**src/rtl/sysid_read_timer.sv**
```systemverilog
// Per-read timeout counter (saturating, 16 bit) and fixed read-latency counter.
module sysid_read_timer #(
   parameter int READ_LATENCY   = 0,
   parameter int TIMEOUT_CYCLES = 255
) (
   input  logic clock,
   input  logic reset_n,
   input  logic clear,
   input  logic enable,
   input  logic lat_en,
   output logic latency_done,
   output logic timed_out
);

   // tcnt holds the number of completed cycles of the current read, so the
   // cycle in which it equals TIMEOUT_CYCLES-1 is the last one allowed.
   localparam logic [15:0] TMO_LAST = 16'(TIMEOUT_CYCLES - 1);
   localparam logic [1:0]  LAT_LAST = 2'((READ_LATENCY > 0) ? READ_LATENCY - 1 : 0);

   logic [15:0] tcnt;
   logic [1:0]  lcnt;

   always_ff @(posedge clock or negedge reset_n) begin
      if (!reset_n) begin
         tcnt <= '0;
         lcnt <= '0;
      end else begin
         if (clear || !enable)
            tcnt <= '0;
         else if (tcnt != 16'hFFFF)
            tcnt <= tcnt + 16'd1;
         if (!lat_en)
            lcnt <= '0;
         else
            lcnt <= lcnt + 2'd1;
      end
   end

   assign timed_out    = enable && (tcnt >= TMO_LAST);
   assign latency_done = (READ_LATENCY > 0) && lat_en && (lcnt == LAT_LAST);

endmodule

```
**config.mk**
```make
export PLATFORM = sky130hd
export DESIGN_NAME = sysid_read_timer
export DESIGN_NICKNAME = d
export VERILOG_FILES = /design/src/rtl/sysid_read_timer.sv
export SDC_FILE = /design/constraint.sdc
export NUM_CORES = 1
export LEC_CHECK = 0
export CELL_PAD_IN_SITES_DETAIL_PLACEMENT = 1
export CELL_PAD_IN_SITES_GLOBAL_PLACEMENT = 2
export CORE_UTILIZATION = 37
export DETAILED_ROUTE_END_ITERATION = 10
export GPL_TIMING_DRIVEN = 1
export PLACE_DENSITY_LB_ADDON = 0.1
export SKIP_LAST_GASP = 1
export SYNTH_ARGS = -nofsm -noshare
export SYNTH_HDL_FRONTEND = slang
export SYNTH_SLANG_ARGS = --single-unit
```
**constraint.sdc**
```tcl
create_clock -name clock -period 3.5 [get_ports clock]
set_clock_uncertainty 0.05 [all_clocks]
set_input_delay 0.7 -clock clock [delete_from_list [all_inputs] [get_ports clock]]
set_output_delay 0.7 -clock clock [all_outputs]
set_load 0.005 [all_outputs]
```
==> results.py, run 1 <==
metrics = {
    "cts": {
        "ctsResizeCount": 0,
        "postCtsSetupRepairBufs": 0,
        "cts_sinks": 16,
        "cts_made_buffers": 3,
        "cts-root-buf": "clkbuf_4",
        "cts_hold_buf": 0,
        "clk_pin_slew_ns": 0.09,
        "cts_max_level": 1,
        "cts_tree": "built",
        "clock_latency_ns": 0.29,
        "clock_path_buffers": 2,
    },
    "sta": {
        "tns_ns": 0,
        "fmaxAchievable_mhz": 378,
        "fin_ws_ns": 0.852,
        "tightest_slew_ns": 0.748,
        "setup_viol": 0,
        "finalHoldViolCount": 0,
        "slew_headroom_pct": 50.0,
        "timing.final.crit_share_pct": 75.6,
        "period_minus_slack_ns": 2.65,
        "rsz0062_at_grt": "no",
        "whs_ns": 0.496,
        "slew_viol_final": 0,
    },
    "synthesis": {
        "synth_edf_count": 0,
        "synth_flop_cell": "dfrtp_1",
        "synthTopCellsByArea": "dfrtp_1, a31oi_1, nor2_1",
        "yosysMostFrequentCell": "dfrtp_1",
        "yosysUniqueCellTypes": 30,
        "ys_async_sr_fraction_pct": 100,
        "yosysWarnings": 0,
        "ys_seq_elements": 16,
        "yosys.area.top_type": "dfrtp_1",
        "yosysSeqAreaShare_pct": 44.1,
        "syn-cell-area_um2": 908,
        "synthesis.nets": 106,
        "syn_inst": 99,
        "synthTopCellsByCount": "dfrtp_1, nor2_1, a31oi_1, a211oi_1, nand4_1",
        "synth_top_area_share_pct": 44.1,
        "syn_avg_cell_area_um2": 9.18,
    },
    "setup_path": {
        "worst-path-max-fanout": 2,
        "worst_setup_path_start_kind": "input port",
        "worst-endpoint-required_ns": 2.75,
        "critical_path_arrival_ns": 1.90,
        "cp-end-kind": "output pin",
        "critical_path_class": "input port to output pin",
    },
    "floorplanning": {
        "fp.dieArea_mm2": 0.00266,
        "chipHeight_um": 51.6,
        "start_util_pct": 40.3,
        "num_rows": 17,
        "io_pins": 7,
        "dieWidth_um": 51.6,
        "core_mm2": 0.00225,
    },
    "power": {
        "max-vdd-ir-drop_mv": 0.212,
        "pwr-share-seq_pct": 57.3,
        "power.density_mw_per_mm2": 329,
        "finalPower_w": 0.000327,
        "swShare_pct": 22.2,
        "p_leak_nw": 0.382,
        "p_clk_share_pct": 38.2,
        "p_comb_share_pct": 4.5,
        "switching_power_w": 0.0000727,
        "intPower_w": 0.000254,
    },
    "route": {
        "ant_nets": 0,
        "drtPass1Iterations": 4,
        "wl_per_cell_um": 17.4,
        "via_count": 763,
        "routed_via_density": 5.91,
        "finalWirelength_mm": 2.25,
        "drtIter0Drc": 3,
        "post-route-drc-count": 0,
    },
    "global_routing": {
        "grt.total_usage_pct": 20.1,
        "grt_pass1_wl_mm": 3.82,
        "grt_overflow_total": 0,
        "antenna_found_initial": 0,
        "grt_max_degree": 17,
        "grt_pass1_vias": 821,
    },
    "final_layout": {
        "register_area_um2": 400,
        "fin_nets": 109,
        "largestRegisters": "tcnt x16",
        "fillers": 280,
        "diodes": 0,
        "top_register": "tcnt",
        "drive_gt1_share_pct": 4.95,
        "area_growth_pct": 9.23,
        "largest_reg_flops": 16,
        "multiInputGateArea_um2": 465,
        "fin_area_um2": 992,
    },
    "placed_design": {
        "dp_slack_ns": 0.839,
        "portBuffers": 4,
        "placedInstanceArea_um2": 956,
        "dp_hpwl_mm": 1.59,
        "routabilityCongestion": 0.695,
    },
    "flow_run": {
        "maxCapViolations": 0,
    },
    "min_path": {
        "hold_class": "flop to flop",
    },
    "status": {
        "status": "finished clean",
    },
}
-- worst max-delay path, cell delays in order --
cell and delay [ns]:
clkdlybuf4s50_1 0.48, inv_1 0.06, a31oi_1 0.13, clkdlybuf4s50_1 0.53
-- layer usage --
metal	share of wire (%)	vias up	track usage, %	wire (µm)
li1	-	386	-	-
met1	48	366	23.8	1080
met2	48	7	35.5	1090
met3	1.8	4	3.80	41
met4	1.5	0	8.11	33
met5	0	-	0	0
-- final timing paths --
kind	end	startpoint	slack, ns	depth (start not counted)
setup / recovery	timed_out	enable	0.85	4
hold / removal	tcnt[14]$_DFFE_PN0P_	tcnt[14]$_DFFE_PN0P_	0.50	1
setup reg to reg	tcnt[10]$_DFFE_PN0P_	tcnt[1]$_DFFE_PN0P_	1.51	5
hold reg to reg	tcnt[14]$_DFFE_PN0P_	tcnt[14]$_DFFE_PN0P_	0.50	1
max in group asynchronous	tcnt[2]$_DFFE_PN0P_	reset_n	2.13	1
min in group asynchronous	tcnt[12]$_DFFE_PN0P_	reset_n	0.79	1
-- layout make-up --
type,instances,area share [%]
tap,28,3.53
sequential,16,40.4
multi-input combinational,73,46.9
timing repair buffer,4,4.04
inverter,4,1.51
clock buffer,4,3.66
-- logic make-up (layout without fill, tap and decap cells) --
kind of cell             count (synthesis)  count (layout)  synth area share [%]
AND/OR/NAND/NOR                         41              41                  25.3
adder cells (fa/ha/maj)                  2               2                  2.75
AO/OA/AOI/OAI                           25              25                  18.9
XOR/XNOR                                 4               4                  3.86
flip-flops                              16              16                  44.1
other                                    1               1                 0.413
buffers and inverters                   10              12                  4.68
-- power by group through the flow --
stage	logic, W	clock network, W	registers (W)
after global routing	0.0000167	0.000138	0.000188
final	0.0000146	0.000125	0.000187
after floorplan	0.00000632	0	0.000191
after CTS	0.0000153	0.000133	0.000187
after global placement	0.0000147	0	0.000191
after detailed placement	0.0000150	0	0.000191
-- layout by cell type (no fill, tap or decap), drive strengths merged, types with 2 or more instances in the layout --
| cell type | count |
|---|---|
| dfrtp | 16 |
| nor2 | 11 |
| a31oi | 7 |
| nand4 | 5 |
| a211oi | 5 |
| nand3 | 5 |
| inv | 4 |
| and4 | 4 |
| xnor2 | 4 |
| clkdlybuf4s50 | 4 |
| clkbuf | 4 |
| nor4 | 3 |
| o21ai | 3 |
| nor3 | 3 |
| nand2 | 3 |
| or4 | 3 |
| a21oi | 3 |
| and3 | 2 |
| o31ai | 2 |
| ha | 2 |
-- per-stage QoR --
step	std cells	util, %
after floorplan	99	-
after global placement	125	42.4
after detailed placement	125	42.4
after CTS	129	44.0
after global routing	129	44.0
final	129	44.0
Power figures use the tool's default switching activity.
==> inputs of run 2 (changes only) <==
CORE_UTILIZATION = 31   (was 37)
clock period = 2.4 ns   (was 3.5 ns; I/O delays follow)
==> run 2 against run 1 <==
Non-clock buffer count rose by 10; global-route usage down 3.2 points; register-to-register slack worse by 1.1 ns; worst hold slack worse by 0.062 ns; clock power grew 46%; clock-buffer cell count stayed put; die area rose by 19%; sequential cell count unchanged; final cell count is 10% higher; routed wire length grew 8.5%; critical endpoint unchanged.
==> results.py, run 2 (same netlist as run 1, synthesis figures left out) <==
metrics = {
    "sta": {
        "period_minus_slack_ns": 1.97,
        "slew_viol_final": 0,
        "rsz0062_at_grt": "no",
        "timing.final.crit_share_pct": 81.9,
        "setup_viol": 0,
        "tightest_slew_ns": 0.493,
        "whs_ns": 0.434,
        "fmaxAchievable_mhz": 509,
        "slew_headroom_pct": 66.3,
        "finalHoldViolCount": 0,
        "tns_ns": 0,
    },
    "final_layout": {
        "drive_gt1_share_pct": 16.2,
        "register_area_um2": 404,
        "final_cell_mix": "dfrtp_1, nor2_1, buf_4",
        "diodes": 0,
        "final_common_cell": "dfrtp_1",
        "layoutNonFillerInstCount": 142,
        "area_growth_pct": 19.4,
        "largestRegisters": "tcnt x16",
        "top_register": "tcnt",
        "fin_area_mm2": 0.00108,
        "largest_reg_flops": 16,
        "fillers": 326,
        "multiInputGateArea_um2": 473,
        "fin_nets": 119,
    },
    "setup_path": {
        "crit_family": "flip-flops",
        "path_cells": "inv_1 > ha_1 > o21ai_0 > a31oi_1 > dlymetal6s2s_1",
        "rrSetupSlack_ns": 0.46,
        "reg2reg_to": "tcnt[13]$_DFFE_PN0P_",
        "crit_slowest_cell": "dfrtp_1",
        "worst-endpoint-required_ns": 1.87,
        "max_stage_delay_ns": 0.44,
        "crit-reg2reg-launch": "tcnt[8]$_DFFE_PN0P_",
        "path_buf_inv": 2,
        "reg2reg_depth": 4,
        "critical_path_arrival_ns": 1.44,
        "cp-end-kind": "output pin",
        "worst_setup_path_start_kind": "flop",
        "critical_path_class": "flop to output pin",
        "worst-path-max-fanout": 5,
    },
    "floorplanning": {
        "io_pins": 7,
        "dieWidth_um": 56.1,
        "start_util_pct": 32.9,
        "fp.dieArea_mm2": 0.00315,
        "chipHeight_um": 56.1,
        "core_mm2": 0.00276,
        "num_rows": 19,
    },
    "cts": {
        "cts_sinks": 16,
        "clk_pin_slew_ns": 0.10,
        "cts_hold_buf": 0,
        "cts_tree": "built",
        "clock_latency_ns": 0.29,
        "clock_path_buffers": 2,
        "cts_made_buffers": 3,
        "cts-root-buf": "clkbuf_4",
        "cts_max_level": 1,
    },
    "route": {
        "ant_nets": 0,
        "wl_per_cell_um": 17.2,
        "via_count": 824,
        "finalWirelength_mm": 2.44,
        "post-route-drc-count": 0,
        "drtIter0Drc": 11,
        "drtPass1Iterations": 4,
        "routed_via_density": 5.80,
    },
    "power": {
        "p_clk_share_pct": 38.0,
        "max-vdd-ir-drop_mv": 0.221,
        "swShare_pct": 22.3,
        "p_leak_nw": 0.449,
        "switching_power_w": 0.000107,
        "intPower_w": 0.000373,
        "p_comb_share_pct": 5.1,
        "power.density_mw_per_mm2": 443,
        "pwr-share-seq_pct": 56.9,
    },
    "placed_design": {
        "placedInstanceArea_um2": 982,
        "dp_hpwl_mm": 1.74,
        "routabilityCongestion": 0.718,
        "portBuffers": 4,
        "dp.cells": 131,
    },
    "global_routing": {
        "grt_pass1_wl_mm": 4.14,
        "grt.total_usage_pct": 16.9,
        "grt_overflow_total": 0,
        "grt_pass1_vias": 811,
        "grt_max_degree": 10,
        "antenna_found_initial": 0,
    },
    "flow_run": {
        "maxCapViolations": 0,
    },
    "min_path": {
        "hold_class": "input port to async pin",
    },
    "status": {
        "status": "finished clean",
    },
}
run 2: changes by cell type in the layout (fill, tap and decap cells not counted), sizes merged:
cell           before  now
buf                 0   10
clkdlybuf4s50       4    3
dlymetal6s2s        0    1
run 2: worst max-delay path by stage:
stage | depth (start not counted) | endpoint | startpoint
detailed placement | 4 | timed_out | enable
global placement | 4 | timed_out | enable
finish | 5 | timed_out | tcnt[0]$_DFFE_PN0P_
CTS | 5 | timed_out | tcnt[6]$_DFFE_PN0P_
global route | 5 | timed_out | tcnt[0]$_DFFE_PN0P_
floorplan | 6 | tcnt[13]$_DFFE_PN0P_ | tcnt[8]$_DFFE_PN0P_
run 2: final cells by class:
cell class	instances	share of cell area, %
multi-input combinational	73	43.6
sequential	16	37.3
clock buffer	4	3.34
tap	31	3.58
timing repair buffer	14	10.8
inverter	4	1.38
run 2: routing by layer:
layer	vias to the layer above	wire length, µm	GRT usage (%)
li1	403	-	-
met1	414	1180	23.9
met2	5	1200	26.7
met3	2	39	2.33
met4	0	17	5.23
met5	-	0	0
run 2: stage by stage:
step	total power [W]	util [%]	worst slack [ns]
floorplan	0.000287	-	0.562
global placement	0.000303	35.6	0.149
detailed placement	0.000304	35.6	0.154
CTS	0.000493	37.0	0.0211
global route	0.000504	39.3	0.289
finish	0.000480	39.3	0.435
run 2: worst reg2reg max path, stage by stage, from the launching register on:
cell	delay (ns)
dfrtp_1	0.47
and4_1	0.36
and3_1	0.30
or4_1	0.53
a21oi_1	0.16
run 2: power groups by stage:
stage / logic [W] / clock network, W / registers [W]
finish: 0.0000245 / 0.000182 / 0.000273
CTS: 0.0000254 / 0.000194 / 0.000273
detailed placement: 0.0000254 / 0 / 0.000279
global placement: 0.0000245 / 0 / 0.000279
floorplan: 0.00000922 / 0 / 0.000278
global route: 0.0000284 / 0.000202 / 0.000274
run 2: timing repair:
item	4_1_cts	5_1_grt
pin swaps	0	1
gates resized for setup	1	4
setup endpoints to repair	1	1
setup buffers	0	7
